<file path="config.mk">
export PLATFORM = sky130hd
export DESIGN_NAME = fetch_sequencer
export DESIGN_NICKNAME = d
export VERILOG_FILES = /design/src/rtl/fetch_sequencer.sv
export SDC_FILE = /design/constraint.sdc
export NUM_CORES = 1
export LEC_CHECK = 0
export CAP_MARGIN = 20
export CORE_ASPECT_RATIO = 1.75
export CORE_MARGIN = 1
export CORE_UTILIZATION = 35
export CTS_CLUSTER_DIAMETER = 50
export DETAILED_ROUTE_END_ITERATION = 7
export MAX_ROUTING_LAYER = met4
export SYNTH_ARGS = -nofsm -noshare
export SYNTH_HDL_FRONTEND = slang
export SYNTH_SLANG_ARGS = --single-unit
</file>
<file path="constraint.sdc">
create_clock -name clk -period 3.5 [get_ports clk]
set_clock_uncertainty 0.1 [all_clocks]
set_input_delay 0.35 -clock clk [delete_from_list [all_inputs] [get_ports clk]]
set_output_delay 0.35 -clock clk [all_outputs]
set_load 0.01 [all_outputs]
</file>
<file path="src/rtl/fetch_sequencer.sv">
// Instruction-fetch controller: owns the PC, issues one fetch at a time over
// req/ack, holds the returned word until accepted, and handles redirects.
module fetch_sequencer #(
  parameter logic [31:0] RESET_PC = 32'h0000_0000
) (
  input  logic        clk,
  input  logic        rst_n,
  output logic        mem_req,
  output logic [31:0] mem_addr,
  input  logic        mem_ack,
  input  logic [31:0] mem_rdata,
  output logic        instr_valid,
  output logic [31:0] instr,
  output logic [31:0] instr_pc,
  input  logic        instr_ready,
  input  logic        redirect,
  input  logic [31:0] redirect_pc,
  output logic        fetch_error
);

  typedef enum logic [2:0] {IDLE, FETCH, VALID, DRAIN, HALT} state_t;

  state_t      state_reg, state_next;
  logic [31:0] pc_reg, pc_next;
  logic [31:0] instr_reg, instr_next;
  logic [31:0] instr_pc_reg, instr_pc_next;
  logic [31:0] target_reg, target_next;
  logic        err_reg, err_next;
  logic        redir_ok, redir_bad;

  // Once an error is latched every further redirect is ignored.
  assign redir_ok  = redirect && !err_reg && (redirect_pc[1:0] == 2'b00);
  assign redir_bad = redirect && !err_reg && (redirect_pc[1:0] != 2'b00);

  always_ff @(posedge clk or negedge rst_n) begin
    if (!rst_n) begin
      state_reg    <= IDLE;
      pc_reg       <= RESET_PC;
      instr_reg    <= 32'h0;
      instr_pc_reg <= 32'h0;
      target_reg   <= 32'h0;
      err_reg      <= 1'b0;
    end else begin
      state_reg    <= state_next;
      pc_reg       <= pc_next;
      instr_reg    <= instr_next;
      instr_pc_reg <= instr_pc_next;
      target_reg   <= target_next;
      err_reg      <= err_next;
    end
  end

  always_comb begin
    state_next    = state_reg;
    pc_next       = pc_reg;
    instr_next    = instr_reg;
    instr_pc_next = instr_pc_reg;
    target_next   = target_reg;
    err_next      = err_reg | redir_bad;

    case (state_reg)
      IDLE: begin
        if (redir_bad) begin
          state_next = HALT;
        end else begin
          state_next = FETCH;
          if (redir_ok) pc_next = redirect_pc;
        end
      end

      FETCH: begin
        // An unacked request cannot be withdrawn, so redirects park in DRAIN.
        if (redir_bad) begin
          state_next = mem_ack ? HALT : DRAIN;
        end else if (redir_ok) begin
          if (mem_ack) begin
            pc_next = redirect_pc;
          end else begin
            target_next = redirect_pc;
            state_next  = DRAIN;
          end
        end else if (mem_ack) begin
          instr_next    = mem_rdata;
          instr_pc_next = pc_reg;
          pc_next       = pc_reg + 32'd4;
          state_next    = VALID;
        end
      end

      VALID: begin
        if (redir_bad) begin
          state_next = HALT;
        end else if (redir_ok) begin
          pc_next    = redirect_pc;
          state_next = FETCH;
        end else if (instr_ready) begin
          state_next = FETCH;
        end
      end

      DRAIN: begin
        if (redir_ok) target_next = redirect_pc;
        if (mem_ack) begin
          if (err_reg || redir_bad) begin
            state_next = HALT;
          end else begin
            pc_next    = redir_ok ? redirect_pc : target_reg;
            state_next = FETCH;
          end
        end
      end

      HALT:    state_next = HALT;
      default: state_next = HALT;
    endcase
  end

  assign mem_req     = (state_reg == FETCH) || (state_reg == DRAIN);
  assign mem_addr    = pc_reg;
  assign instr_valid = (state_reg == VALID);
  assign instr       = instr_reg;
  assign instr_pc    = instr_pc_reg;
  assign fetch_error = err_reg;

endmodule

</file>
==> impl_metrics.py <==
metrics = {
    "placement": {
        "gp_congestion": 0.814,
        "io_buffers": 167,
        "pre_cts_ws_ns": 0.478,
        "dp_hpwl_um": 13200,
    },
    "sta": {
        "finalSetupViolations": 0,
        "tns_ns": 0,
        "worst_slack_ns": 0.822,
        "finalCriticalPeriod_ns": 2.68,
        "maxSlewViolCount": 0,
        "period_share_pct": 76.5,
        "worst_pin_slew_ns": 0.908,
        "clock.fmax_mhz": 373,
        "hold_viol_final": 0,
        "slew_headroom_pct": 39.5,
        "rsz0062_at_grt": "no",
    },
    "worst_setup_path": {
        "critPathTopFamily": "simple AND/OR/NAND/NOR gates",
        "cp.required_ns": 3.69,
        "endpoint": "mem_addr[9]$_DFFE_PN0P_",
        "cp_max_fo": 32,
        "worst_setup_path_end_kind": "flip-flop",
        "cp_common_cell": "o21ai_1",
        "critPathSlowestCell": "or4b_1",
        "critPathKind": "flip-flop to flip-flop",
        "critPathBufInv": 1,
        "path_depth": 6,
        "rrSetupSlack_ns": 0.82,
        "regToRegStartpoint": "fetch_error$_DFF_PN0_",
        "worstPathCellList": "or4b_1, buf_4, o21ai_1, nor4_1, a211oi_1, o21ai_1",
        "start_kind": "flip-flop",
        "reg2reg_to": "mem_addr[9]$_DFFE_PN0P_",
        "r2r_cells": 6,
        "crit_start": "fetch_error$_DFF_PN0_",
        "worst_ep_arrival_time_ns": 2.87,
        "cpPeakStageDelay_ns": 0.78,
    },
    "logic_synthesis": {
        "synth_cell_types": 59,
        "netlist_area_um2": 6620,
        "synth_most_common_cell": "dfrtp_1",
        "synthArstFlopShare_pct": 100,
        "syn_nets": 667,
        "yosys_warnings": 0,
        "yosysTopAreaCell": "dfrtp_1",
        "ys_ff_latch": 132,
        "synth-main-ff-cell": "dfrtp_1",
        "ys_seq_area_share_pct": 49.9,
        "synth_commonest_cells": "dfrtp_1, mux2_2, nor2_1, a21oi_1, nand3_1",
        "synth_edf_count": 0,
        "synth_top_area_share_pct": 49.9,
        "synth_cells": 597,
        "avgSynthCellArea_um2": 11.1,
        "synth_area_leaders": "dfrtp_1, mux2_2, mux2_1",
    },
    "finish": {
        "area_growth_pct": 37.1,
        "drive_above_1_share_pct": 17.7,
        "nFillCells": 1716,
        "antenna_cells": 0,
        "nets": 827,
    },
    "drt": {
        "wl_met2_um": 10600,
        "postRouteAntennaNets": 0,
        "vias": 5542,
        "drc": 0,
        "first_pass_iters": 5,
        "avgRoutedWirePerCell_um": 18.7,
        "wl_met1_um": 7190,
        "drt_iter0_drc": 302,
        "met3WireLength_um": 809,
        "wirelength_um": 18900,
        "highest_layer": "met4",
        "avgViaCountPerCell": 5.50,
    },
    "clocking": {
        "htreeDepth": 4,
        "numCtsBuffers": 17,
        "clkLatencyLatePin_ns": 0.42,
        "cts_tree": "done",
        "clk_path_buf_depth": 2,
        "clock-sinks": 132,
        "clockRootBuffer": "clkbuf_16",
        "clk_pin_slew_worst_paths_ns": 0.06,
    },
    "floorplan": {
        "ios": 168,
        "dieWidth_um": 106,
        "initial_utilization_pct": 35.6,
        "row_count": 66,
        "core-area_um2": 18600,
        "die_h_um": 184,
        "die_area_um2": 19500,
    },
    "global_routing": {
        "grt_usage_pct": 20.5,
        "grt_antenna_before_repair": 0,
        "grt_pass1_vias": 5582,
        "grt_max_degree": 98,
        "grt_pass1_wl_um": 29900,
        "grt-ovfl-total": 0,
    },
    "hold_path": {
        "min_path_type": "flip-flop to flip-flop",
    },
    "power_and_ir_drop": {
        "leakage_nw": 3.89,
        "p_per_area_nw_per_um2": 390,
        "ir_worst_vdd_mv": 0.262,
    },
    "job": {
        "cap_viol_max_count": 0,
    },
    "run_status": {
        "status": "finished clean",
    },
}
[cell type report]
type | instances | area, um2 | share of cell area [%]
repair buffers | 183 | 1800 | 19.8
clock buffers | 20 | 467 | 5.14
inverters | 8 | 30.0 | 0.331
well taps | 238 | 298 | 3.28
flip-flops and latches | 132 | 3300 | 36.4
multi-input cells | 415 | 3030 | 33.4
clock inverters | 12 | 154 | 1.70
[report_power, final]
| group | switching, mW | internal [mW] | total [mW] |
|---|---|---|---|
| Clock | 0.676 | 1.18 | 1.85 |
| Sequential | 0.00375 | 1.53 | 1.53 |
| Combinational | 0.0748 | 0.0832 | 0.158 |
[per-stage QoR]
stage               cell area [um2]  std cells  utilization, %  hold slack (ns)  total power [mW]
floorplan                      6620        597               -          -0.0456              1.58
global placement               8450        975            45.5            0.367              1.72
detailed placement             8450        975            45.5            0.375              1.72
CTS                            9080       1008            48.9            0.388              3.59
global route                   9080       1008            48.9            0.406              3.67
finish                         9080       1008            48.9            0.386              3.54
[worst register-to-register path: stages (launching register included)]
cell	delay, ns
dfrtp_1	0.47
or4b_1	0.78
buf_4	0.34
o21ai_1	0.40
nor4_1	0.12
a211oi_1	0.25
o21ai_1	0.08
[cells by family (layout without fill, tap and decap cells)]
logic type | count (synthesis) | count (layout) | share of synthesized area [%]
compound gates | 143 | 143 | 14.9
xor+xnor | 5 | 5 | 0.662
fa+ha+maj | 1 | 1 | 0.189
buf+inv | 50 | 223 | 4.52
flops | 132 | 132 | 49.9
mux | 97 | 97 | 16.4
simple gates | 169 | 169 | 13.5
[what timing repair did]
action | in CTS | in global routing
gates resized for setup | 0 | 0
setup buffers | 0 | 0
hold buffers | 1 | 0
endpoints found under the hold margin | 76 | 0
[how the worst min path moves through the flow]
stage	end	start	cells past startpoint
global placement	instr_pc[30]$_DFFE_PN0P_	instr_pc[30]$_DFFE_PN0P_	2
finish	instr[29]$_DFFE_PN0P_	instr[29]$_DFFE_PN0P_	1
detailed placement	instr_pc[30]$_DFFE_PN0P_	instr_pc[30]$_DFFE_PN0P_	2
global route	instr[22]$_DFFE_PN0P_	instr[22]$_DFFE_PN0P_	1
CTS	instr_pc[30]$_DFFE_PN0P_	instr_pc[30]$_DFFE_PN0P_	2
floorplan	fetch_error$_DFF_PN0_	rst_n	0
[per-layer routing]
layer	global-route usage, %	up-vias
li1	-	2570
met1	21.6	2761
met2	38.1	188
met3	3.44	23
met4	6.94	0
met5	-	-
[layout by cell type (no fill, tap or decap), types with 8 or more instances in the layout]
cell type	synthesis	routed
a21oi_1	20	20
o21ai_0	19	19
o21ai_1	13	13
a31o_1	9	9
clkbuf_16	0	17
dfrtp_1	132	132
nor3_1	13	13
clkdlybuf4s50_1	0	166
nand4_1	17	17
mux2_1	18	18
buf_4	0	15
inv_1	8	8
mux2_2	74	74
nand2_1	19	18
o22ai_1	19	19
nor2_1	50	50
nand3_1	20	20
a221oi_1	18	18
o31ai_1	13	13
Power figures use the tool's default switching activity.
